## src/rtl/branch_resolve_if.sv

```systemverilog
// Request/result bundle between issue logic and the execute-stage branch resolver.
// The slave modport is the resolver's view; master is the driver/consumer side.
interface branch_resolve_if #(
    parameter int XLEN  = 32,
    parameter int CNT_W = 32
);
    logic             flush;
    logic             in_valid;
    logic             in_ready;
    logic [1:0]       in_op;
    logic [2:0]       in_funct3;
    logic [XLEN-1:0]  in_pc;
    logic [XLEN-1:0]  in_rs1;
    logic [XLEN-1:0]  in_rs2;
    logic [XLEN-1:0]  in_imm;
    logic             out_valid;
    logic             out_ready;
    logic             out_taken;
    logic [XLEN-1:0]  out_target;
    logic [XLEN-1:0]  out_link;
    logic             out_misalign;
    logic             out_illegal;
    logic [CNT_W-1:0] taken_count;

    modport slave (
        input  flush, in_valid, in_op, in_funct3, in_pc, in_rs1, in_rs2, in_imm, out_ready,
        output in_ready, out_valid, out_taken, out_target, out_link, out_misalign, out_illegal,
               taken_count
    );

    modport master (
        output flush, in_valid, in_op, in_funct3, in_pc, in_rs1, in_rs2, in_imm, out_ready,
        input  in_ready, out_valid, out_taken, out_target, out_link, out_misalign, out_illegal,
               taken_count
    );
endinterface

```

## src/rtl/branch_resolve_unit.sv

```systemverilog
// Execute-stage branch/jump resolver: compares operands, decides taken, forms target and link,
// and hands the result off through a single registered valid/ready entry.
module comparator_32bit (
    input  logic [31:0] a,
    input  logic [31:0] b,
    input  logic        is_signed,
    output logic        eq,
    output logic        lt,
    output logic        gt
);
    // Magnitude compare in the requested signedness
    always_comb begin
        eq = (a == b);
        if (is_signed) begin
            lt = ($signed(a) < $signed(b));
        end else begin
            lt = (a < b);
        end
        gt = !eq && !lt;
    end
endmodule

module branch_resolve_unit #(
    parameter int XLEN  = 32,
    parameter int CNT_W = 32
) (
    input logic              clk,
    input logic              rst,
    branch_resolve_if.slave  bus
);
    logic            eq_s, lt_s, gt_s, is_signed_s;
    logic            in_ready_s, accept_s, transfer_s;
    logic            taken_s, illegal_s, misalign_s;
    logic [XLEN-1:0] target_s, link_s;

    logic             out_valid_r, out_taken_r, out_misalign_r, out_illegal_r;
    logic [XLEN-1:0]  out_target_r, out_link_r;
    logic [CNT_W-1:0] taken_count_r;

    assign is_signed_s = (bus.in_funct3 == 3'b100) || (bus.in_funct3 == 3'b101);

    comparator_32bit u_cmp (
        .a         (bus.in_rs1),
        .b         (bus.in_rs2),
        .is_signed (is_signed_s),
        .eq        (eq_s),
        .lt        (lt_s),
        .gt        (gt_s)
    );

    assign in_ready_s = !out_valid_r || bus.out_ready;
    assign accept_s   = bus.in_valid && in_ready_s && !bus.flush;
    assign transfer_s = out_valid_r && bus.out_ready;

    // Taken decision and redirect target for the incoming request
    always_comb begin
        taken_s   = 1'b0;
        illegal_s = 1'b0;
        target_s  = bus.in_pc + XLEN'(4);
        case (bus.in_op)
            2'b00: begin
                taken_s  = 1'b0;
                target_s = bus.in_pc + XLEN'(4);
            end
            2'b01: begin
                target_s = bus.in_pc + bus.in_imm;
                case (bus.in_funct3)
                    3'b000:  taken_s = eq_s;
                    3'b001:  taken_s = !eq_s;
                    3'b100:  taken_s = lt_s;
                    3'b110:  taken_s = lt_s;
                    3'b101:  taken_s = gt_s || eq_s;
                    3'b111:  taken_s = gt_s || eq_s;
                    default: begin
                        taken_s   = 1'b0;
                        illegal_s = 1'b1;
                    end
                endcase
            end
            2'b10: begin
                taken_s  = 1'b1;
                target_s = bus.in_pc + bus.in_imm;
            end
            2'b11: begin
                taken_s  = 1'b1;
                target_s = (bus.in_rs1 + bus.in_imm) & ~XLEN'(1);
            end
            default: begin
                taken_s  = 1'b0;
                target_s = bus.in_pc + XLEN'(4);
            end
        endcase
        misalign_s = taken_s && (target_s[1] || target_s[0]);
        link_s     = bus.in_pc + XLEN'(4);
    end

    // Result entry and taken counter; a flushed entry is never counted
    always_ff @(posedge clk or posedge rst) begin
        if (rst) begin
            out_valid_r    <= 1'b0;
            out_taken_r    <= 1'b0;
            out_target_r   <= '0;
            out_link_r     <= '0;
            out_misalign_r <= 1'b0;
            out_illegal_r  <= 1'b0;
            taken_count_r  <= '0;
        end else begin
            if (transfer_s && out_taken_r && !bus.flush) begin
                taken_count_r <= taken_count_r + CNT_W'(1);
            end
            if (bus.flush) begin
                out_valid_r <= 1'b0;
            end else if (accept_s) begin
                out_valid_r    <= 1'b1;
                out_taken_r    <= taken_s;
                out_target_r   <= target_s;
                out_link_r     <= link_s;
                out_misalign_r <= misalign_s;
                out_illegal_r  <= illegal_s;
            end else if (transfer_s) begin
                out_valid_r <= 1'b0;
            end
        end
    end

    assign bus.in_ready     = in_ready_s;
    assign bus.out_valid    = out_valid_r;
    assign bus.out_taken    = out_taken_r;
    assign bus.out_target   = out_target_r;
    assign bus.out_link     = out_link_r;
    assign bus.out_misalign = out_misalign_r;
    assign bus.out_illegal  = out_illegal_r;
    assign bus.taken_count  = taken_count_r;
endmodule
```

## src/flat_wrapper.sv

```systemverilog
// flat-port wrapper written by rule: the top's interface ports become plain ports
module branch_resolve_unit_flat 
#(
    parameter int XLEN  = 32,
    parameter int CNT_W = 32
)
  (clk, rst, bus_flush, bus_in_valid, bus_in_op, bus_in_funct3, bus_in_pc, bus_in_rs1, bus_in_rs2, bus_in_imm, bus_out_ready, bus_in_ready, bus_out_valid, bus_out_taken, bus_out_target, bus_out_link, bus_out_misalign, bus_out_illegal, bus_taken_count);
  branch_resolve_if #(.XLEN(XLEN), .CNT_W(CNT_W)) bus_i ();
  input logic clk;
  input logic rst;
  input wire logic [$bits(bus_i.flush)-1:0] bus_flush;
  input wire logic [$bits(bus_i.in_valid)-1:0] bus_in_valid;
  input wire logic [$bits(bus_i.in_op)-1:0] bus_in_op;
  input wire logic [$bits(bus_i.in_funct3)-1:0] bus_in_funct3;
  input wire logic [$bits(bus_i.in_pc)-1:0] bus_in_pc;
  input wire logic [$bits(bus_i.in_rs1)-1:0] bus_in_rs1;
  input wire logic [$bits(bus_i.in_rs2)-1:0] bus_in_rs2;
  input wire logic [$bits(bus_i.in_imm)-1:0] bus_in_imm;
  input wire logic [$bits(bus_i.out_ready)-1:0] bus_out_ready;
  output wire logic [$bits(bus_i.in_ready)-1:0] bus_in_ready;
  output wire logic [$bits(bus_i.out_valid)-1:0] bus_out_valid;
  output wire logic [$bits(bus_i.out_taken)-1:0] bus_out_taken;
  output wire logic [$bits(bus_i.out_target)-1:0] bus_out_target;
  output wire logic [$bits(bus_i.out_link)-1:0] bus_out_link;
  output wire logic [$bits(bus_i.out_misalign)-1:0] bus_out_misalign;
  output wire logic [$bits(bus_i.out_illegal)-1:0] bus_out_illegal;
  output wire logic [$bits(bus_i.taken_count)-1:0] bus_taken_count;
  assign bus_i.flush = bus_flush;
  assign bus_i.in_valid = bus_in_valid;
  assign bus_i.in_op = bus_in_op;
  assign bus_i.in_funct3 = bus_in_funct3;
  assign bus_i.in_pc = bus_in_pc;
  assign bus_i.in_rs1 = bus_in_rs1;
  assign bus_i.in_rs2 = bus_in_rs2;
  assign bus_i.in_imm = bus_in_imm;
  assign bus_i.out_ready = bus_out_ready;
  assign bus_in_ready = bus_i.in_ready;
  assign bus_out_valid = bus_i.out_valid;
  assign bus_out_taken = bus_i.out_taken;
  assign bus_out_target = bus_i.out_target;
  assign bus_out_link = bus_i.out_link;
  assign bus_out_misalign = bus_i.out_misalign;
  assign bus_out_illegal = bus_i.out_illegal;
  assign bus_taken_count = bus_i.taken_count;
  branch_resolve_unit #(.XLEN(XLEN), .CNT_W(CNT_W)) u_core (.clk(clk), .rst(rst), .bus(bus_i));
endmodule
```

## config.mk

```make
export PLATFORM = sky130hd
export DESIGN_NAME = branch_resolve_unit_flat
export DESIGN_NICKNAME = d
export VERILOG_FILES = /design/src/rtl/branch_resolve_if.sv /design/src/rtl/branch_resolve_unit.sv /design/src/flat_wrapper.sv
export SDC_FILE = /design/constraint.sdc
export NUM_CORES = 1
export LEC_CHECK = 0
export CORE_UTILIZATION = 45
export CTS_BUF_LIST = sky130_fd_sc_hd__clkbuf_16
export DETAILED_ROUTE_END_ITERATION = 6
export PLACE_DENSITY = 0.75
export SYNTH_ARGS = -nofsm -noshare
export SYNTH_HDL_FRONTEND = slang
export SYNTH_HIERARCHICAL = 1
export SYNTH_SLANG_ARGS = --single-unit
```

## constraint.sdc

```tcl
create_clock -name clk -period 6.46 [get_ports clk]
set_input_delay 1.292 -clock clk [delete_from_list [all_inputs] [get_ports clk]]
set_output_delay 1.292 -clock clk [all_outputs]
set_load 0.005 [all_outputs]
```

==> results of run 1 <==
-- registers in the layout, indices dropped and copies added, names as in the netlist --
signal / cells
u_core/bus.out_illegal: 1
u_core/bus.out_link: 32
u_core/bus.out_misalign: 1
u_core/bus.out_taken: 1
u_core/bus.out_target: 32
u_core/bus.out_valid: 1
u_core/bus.taken_count: 32
-- worst max path at each step --
stage,slack (ns),from,depth (start not counted),to
2_1_floorplan,2.55,rst,1,u_core/bus.out_illegal
3_3_place_gp,2.00,bus_in_rs2[7],14,u_core/bus.out_taken
3_5_place_dp,1.95,bus_in_rs2[7],14,u_core/bus.out_taken
4_1_cts,2.29,bus_in_rs2[7],14,u_core/bus.out_taken
5_1_grt,2.07,bus_in_imm[0],12,u_core/bus.out_target[30]
6_report,2.30,bus_in_rs2[7],14,u_core/bus.out_taken
-- power groups by stage --
stage / Clock [W] / Sequential [W] / Combinational, W
floorplan: 0 / 0.000771 / 0.000476
global placement: 0 / 0.000769 / 0.000880
detailed placement: 0 / 0.000772 / 0.000891
CTS: 0.000523 / 0.000761 / 0.000894
global route: 0.000547 / 0.000769 / 0.000982
finish: 0.000512 / 0.000760 / 0.000901
-- metrics by stage --
stage               util (%)  instance area, um2  instances  total power, W  hold WS, ns
floorplan                  -                9024       1078        0.001246       0.4628
global placement       59.28               11610       1553        0.001649       0.4594
detailed placement     59.28               11610       1553        0.001663       0.4630
CTS                    60.71               11890       1569        0.002177       0.4798
global route           60.71               11890       1569        0.002298       0.4905
finish                 60.71               11890       1569        0.002173       0.4733
-- cell families after synthesis --
group                      count (synthesis)  share of synthesized area, %
AOI/OAI and AO/OA                        311                         23.56
xor gates and xnor gates                 112                         10.87
adders and majority gates                101                         14.17
buffers and inverters                     95                         4.492
DFF                                      100                         27.73
muxes                                      8                        0.9429
and+or+nand+nor                          351                         18.23
-- final cells by class --
type | count | area (um2) | share of cell area [%]
flip-flops and latches | 100 | 2502 | 21.04
clock inverters | 7 | 56.30 | 0.4734
inverters | 60 | 227.7 | 1.915
multi-input cells | 883 | 6116 | 51.42
repair buffers | 245 | 2435 | 20.47
well taps | 265 | 331.6 | 2.788
clock buffers | 9 | 225.2 | 1.894
-- routing by layer --
layer	wire length, um	up-vias	share of wire (%)
met3	1955	31	7.2
met2	12120	359	45
met4	483	0	1.8
li1	-	4370	-
met1	12490	4177	46
met5	0	-	0
-- placed cells by master (no fill, tap or decap), types with 7 or more instances in the layout --
cell type	instances
a211oi_1	10
a21o_1	28
a21oi_1	83
a221o_1	8
a221oi_1	15
a22o_1	7
a31oi_1	8
and3_1	12
buf_4	7
clkbuf_16	9
clkdlybuf4s50_1	238
dfrtp_1	100
ha_1	99
inv_1	59
nand2_1	149
nand3_1	36
nand4_1	30
nor2_1	66
nor3_1	9
nor4_1	7
o21a_1	7
o21ai_0	72
xnor2_1	71
xor2_1	41
-- synthesized netlist by cell type (all sizes together), types with 4 or more instances --
master / n / area, um2
nor4: 7 / 43.79
a221oi: 19 / 191.4
a221o: 8 / 80.08
nand2b: 6 / 37.54
and4: 5 / 43.79
xnor2: 71 / 621.9
o21ai: 73 / 365.4
ha: 99 / 1239
a22oi: 6 / 45.04
dfrtp: 100 / 2502
a31oi: 8 / 50.05
o31ai: 6 / 77.57
and3: 13 / 82.58
or3: 4 / 25.02
o22ai: 4 / 25.02
nand3b: 5 / 37.54
mux2: 4 / 45.04
inv: 60 / 225.2
nor3: 10 / 55.05
buf: 6 / 41.28
o221ai: 4 / 35.03
nor2: 68 / 265.3
nand2: 149 / 559.3
o211ai: 4 / 35.03
nor2b: 6 / 37.54
a211oi: 10 / 75.07
a22o: 7 / 61.31
o21a: 7 / 52.55
and2: 4 / 25.02
xor2: 41 / 359.1
nand4: 30 / 187.7
clkbuf: 29 / 138.9
o41ai: 5 / 58.81
o21bai: 6 / 45.04
mux2i: 4 / 40.04
a21oi: 87 / 450.4
a21o: 29 / 219.0
nand3: 36 / 180.2
==> metrics.csv, run 1 <==
stage;metric;value;unit
outcome;outcome;finished, final reports clean;
detailed_routing;DR DRC count;0;
grt;global-route wire length before repair;43040;um
final_layout;layout cell share with drive strength beyond 1;3.988;%
place;Buffers on Ports;238;
worst_setup_path;Req. time, crit path;6.64;ns
yosys;post-synthesis cell type count;77;
grt;largest net degree at the start of global routing;104;
detailed_routing;Avg WL per Cell;17.24;um
hold_path;Hold Crit Class;register to register;
place;post-DP HPWL;22270;um
final_layout;Layout area overhead;31.81;%
yosys;EDFF count, synth;0;
final_layout;Final nets;1538;
detailed_routing;Pre-Repair DR Iteration Count;5;
grt;vias in the first global route;8462;
detailed_routing;Final ANT Viol Nets;0;
hold_path;hold depth;1;
timing;unrepaired setup endpoints after global routing;false;
floorplanning;Core Box Area;19590;um2
clock_network;Sink Count;100;
yosys;Cell Area, Synth;9024;um2
worst_setup_path;Buf/Inv on CP;2;
clock_network;Post-CTS Setup Bufs;0;
flow_run;Max-cap violations;0;
clock_network;CTS tree;done;
grt;met3 usage;2.566;%
grt;met2 global-route usage;42.80;%
final_layout;antenna diode count;0;
timing;fin crit share;64.42;%
timing;setup violators final;0;
clock_network;Clock Pin Slew Worst Setup and Hold Paths;0.07;ns
floorplanning;Rows;51;
final_layout;fillers;1781;
yosys;Synth Warn #;6;
timing;PnR worst setup slack;2.299;ns
floorplanning;Starting Density;46.06;%
power;Comb power frac;41.5;%
worst_setup_path;path depth of the worst reg2reg path;9;
floorplanning;width of the die;143.6;um
worst_setup_path;Worst R2R End;u_core/bus.taken_count[31];
worst_setup_path;Slowest-stage cell, CP;clkdlybuf4s50_1;
worst_setup_path;Max FO, Critical Path;3;
clock_network;total CTS buffers;9;
yosys;register area share after synthesis;27.73;%
yosys;Synth Instances;1078;
hold_path;hold worst-path end;u_core/bus.taken_count[31];
hold_path;hold_sp;u_core/bus.taken_count[31];
grt;gr busiest metal;met2;
power;switching portion of total power;34.21;%
power;PwrDens;182.7;nW/um2
timing;Slew Viols, Final;0;
power;Seq pwr share;35.0;%
clock_network;hold-fix buffers at CTS;0;
power;leakage;5.249;nW
detailed_routing;Vias/cell;5.696;
clock_network;H-tree Lvls;3;
clock_network;Worst-Skew Late Latency;0.35;ns
worst_setup_path;slowest stage delay, CP;0.45;ns
worst_setup_path;crit path launch type;primary input;
yosys;ys async rst share;100.0;%
yosys;Syn Nets;1317;
yosys;Most used DFF post-synth;dfrtp_1;
detailed_routing;routed vias;8937;
worst_setup_path;Top Family by Delay on Critical Path;compound AO/OA/AOI/OAI gates;
power;NetSw;0.0007435;W
clock_network;Resized Gates After CTS;0;
worst_setup_path;CP cell instances;clkdlybuf4s50_1 -> inv_1 -> ha_1 -> a21oi_1 -> o21ai_0 -> a221o_1 -> or3_1 -> a21oi_2 -> mux2_1 -> nor2_1 -> o21bai_1 -> a311o_1 -> nand2_1 -> o21ai_0;
grt;M1 GR Usage;37.86;%
power;VDD IR-drop max;0.0001135;V
timing;setup TNS;0;ns
timing;Max Clk Rate;0.2403;GHz
power;total internal power;0.001430;W
worst_setup_path;crit path kind;primary input to register;
place;dpl ws;1.952;ns
worst_setup_path;internal reg-to-reg setup slack;3.86;ns
power;clock share of power;23.6;%
detailed_routing;Iter 0 DRT Violations;627;
yosys;Mean Syn Cell Area;8.371;um2
floorplanning;Die Y;143.6;um
worst_setup_path;Setup crit end kind;register;
grt;GR Overflow Total;0;
worst_setup_path;most used cell, CP;o21ai_0;
clock_network;clock root buffer;clkbuf_16;
yosys;flops & latches, synth;100;
clock_network;CTS Buffer Depth;2;
detailed_routing;Post-Route WL;27050;um
grt;gr usage total;26.60;%
floorplanning;I/O pins;239;
timing;slew of the pin with the lowest slew margin;1.050;ns
timing;relative slew slack;29.98;%
floorplanning;Die ar.;20620;um2
timing;final hold vios;0;
timing;clk_skew;0.009542;ns
place;RePlAce Congestion;0.9330;
timing;Final min period;4.161;ns
worst_setup_path;Reg2Reg Launch Point;u_core/bus.out_taken;
grt;initial antenna violation count;0;
worst_setup_path;CP arrival;4.34;ns
(Power assumes the default switching activity.)
==> run 2, diff against run 1 <==
- PLACE_DENSITY: 0.75 -> 0.78
- clock period: 6.46 -> 3.3 ns (I/O delays scaled with it)
==> run 2 against run 1 <==
Highest routed layer unchanged. Non-clock buffer count grew 180. Cell area grew 15%. The run now ends with negative setup slack left. Worst hold slack better by 0.0065 ns. Largest cell class unchanged.
==> metrics.csv, run 2 (synthesis results as in run 1) <==
stage;metric;value;unit
outcome;outcome;complete, but fails checks;
outcome;violated checks;negative setup slack;
clock_network;Clock Pin Slew Worst Setup and Hold Paths;0.07;ns
grt;initial antenna violation count;1;
worst_setup_path;crit path launch type;primary input;
worst_setup_path;CP arrival;3.60;ns
worst_setup_path;Setup crit end kind;register;
place;placed cell area;12950;um2
hold_path;hold worst-path end;u_core/bus.out_link[10];
detailed_routing;Post-Route WL;29640;um
clock_network;Sink Count;100;
floorplanning;Core Box Area;19590;um2
worst_setup_path;path depth of the worst reg2reg path;9;
place;dpl ws;-0.6113;ns
timing;PnR worst setup slack;-0.06016;ns
timing;relative slew slack;59.18;%
detailed_routing;Vias/cell;5.495;
power;leakage;6.399;nW
final_layout;most frequent cells in the layout;clkdlybuf4s50_1 (212), buf_4 (185), nand2_1 (149);
worst_setup_path;Max FO, Critical Path;3;
worst_setup_path;internal reg-to-reg setup slack;0.93;ns
flow_run;Max-cap violations;0;
worst_setup_path;slowest stage delay, CP;0.49;ns
floorplanning;Die Y;143.6;um
place;Buffers on Ports;238;
timing;Max Clk Rate;0.2976;GHz
worst_setup_path;CP cell instances;clkdlybuf4s50_1 -> inv_1 -> ha_4 -> nand4_1 -> buf_4 -> a2111oi_1 -> or3_4 -> a21oi_4 -> mux2_4 -> nor2_2 -> o21bai_1 -> a311o_1 -> o2111ai_2 -> nand2_1;
power;VDD IR-drop max;0.0002137;V
timing;clk_skew;0.01118;ns
grt;global-route wire length before repair;45850;um
clock_network;H-tree Lvls;3;
clock_network;total CTS buffers;9;
timing;setup violators final;2;
hold_path;Hold Crit Class;register to register;
floorplanning;Die ar.;20620;um2
worst_setup_path;crit path kind;primary input to register;
detailed_routing;routed vias;9616;
timing;Final min period;3.360;ns
place;post-DP HPWL;24140;um
detailed_routing;DR DRC count;0;
clock_network;CTS Buffer Depth;2;
grt;vias in the first global route;9193;
clock_network;Worst-Skew Late Latency;0.36;ns
final_layout;design area;13690;um2
floorplanning;Starting Density;46.06;%
timing;Slew Viols, Final;0;
floorplanning;Rows;51;
detailed_routing;Final ANT Viol Nets;0;
timing;final hold vios;0;
final_layout;Layout area overhead;51.66;%
timing;fin crit share;101.8;%
worst_setup_path;Reg2Reg Launch Point;u_core/bus.taken_count[3];
final_layout;post-layout util;69.86;%
final_layout;Final nets;1718;
timing;slew of the pin with the lowest slew margin;0.6060;ns
detailed_routing;Pre-Repair DR Iteration Count;5;
final_layout;most common cell after layout, fill and taps aside;clkdlybuf4s50_1;
power;Tot Pwr;0.004621;W
detailed_routing;Avg WL per Cell;16.94;um
detailed_routing;Iter 0 DRT Violations;560;
power;PwrDens;337.7;nW/um2
place;RePlAce Congestion;0.9235;
worst_setup_path;Slowest-stage cell, CP;a2111oi_1;
floorplanning;width of the die;143.6;um
worst_setup_path;Worst R2R End;u_core/bus.taken_count[28];
clock_network;clock root buffer;clkbuf_16;
hold_path;hold_sp;u_core/bus.out_link[10];
grt;gr usage total;28.37;%
hold_path;hold depth;2;
worst_setup_path;Req. time, crit path;3.54;ns
floorplanning;I/O pins;239;
clock_network;CTS tree;done;
grt;GR Overflow Total;0;
final_layout;layout cell share with drive strength beyond 1;18.80;%
grt;largest net degree at the start of global routing;103;
-- run 2: changes by cell type in the layout (fill, tap and decap cells not counted), moves of 4 or more --
cell and change:
ha_1 -15, buf_4 +178, dlymetal6s2s_1 +26, o21ai_0 -5
a21oi_1 -6, inv_2 +6, clkdlybuf4s50_1 -26, a21oi_4 +4
o21ai_1 +4, inv_1 -6, ha_4 +13
-- run 2: worst max-delay path, delay by kind of cell --
kind | cells | cell delay [ns]
and+or+nand+nor | 4 | 0.52
adders and majority gates | 1 | 0.27
muxes | 1 | 0.31
AOI/OAI and AO/OA | 5 | 1.12
buffers and inverters | 3 | 0.72
-- run 2: power breakdown --
part	internal, W	switching, W	leakage [nW]
logic	0.00112	0.000966	4.98
registers	0.00138	0.000110	1.27
clock network	0.000533	0.000509	0.143
total	0.00304	0.00158	6.40
-- run 2: routing by layer --
layer	track usage (%)	vias up	routed length (um)
li1	-	4735	-
met1	39.06	4481	13350
met2	46.35	362	13760
met3	3.066	38	1892
met4	9.183	0	636
met5	0	-	0
-- run 2: timing repair --
| action | CTS | global route |
|---|---|---|
| resized for setup | 13 | 71 |
| buffers inserted | 2 | 3 |
| hold buffers | 0 | 0 |
| pin swaps | 8 | 34 |
| endpoints found under the setup margin | 4 | 19 |
-- run 2: layout make-up --
cell class / count / area [um2]
Fill cell: 1580 / 5904
Multi-Input combinational cell: 883 / 6451
Clock buffer: 9 / 225.2
Sequential cell: 100 / 2502
Inverter: 60 / 227.7
Tap cell: 265 / 331.6
Antenna cell: 1 / 2.502
Clock inverter: 7 / 68.82
Timing Repair Buffer: 425 / 3876
-- run 2: worst max path at each step --
stage / from / endpoint / cells after the start
2_1_floorplan: rst / u_core/bus.out_illegal / 1
3_5_place_dp: bus_in_rs2[5] / u_core/bus.out_misalign / 14
6_report: bus_in_rs2[13] / u_core/bus.out_misalign / 14
3_3_place_gp: bus_in_rs2[5] / u_core/bus.out_misalign / 14
4_1_cts: bus_in_imm[1] / u_core/bus.out_target[16] / 12
5_1_grt: bus_in_rs2[13] / u_core/bus.out_misalign / 14
-- run 2: per-stage QoR --
| step | std cells | setup TNS (ns) | hold slack (ns) |
|---|---|---|---|
| 5_1_grt | 1750 | -0.1312 | 0.5020 |
| 4_1_cts | 1746 | 0 | 0.4851 |
| 2_1_floorplan | 1078 | 0 | 0.4628 |
| 3_3_place_gp | 1728 | -5.959 | 0.4562 |
| 3_5_place_dp | 1728 | -7.454 | 0.4668 |
| 6_report | 1750 | -0.1047 | 0.4798 |
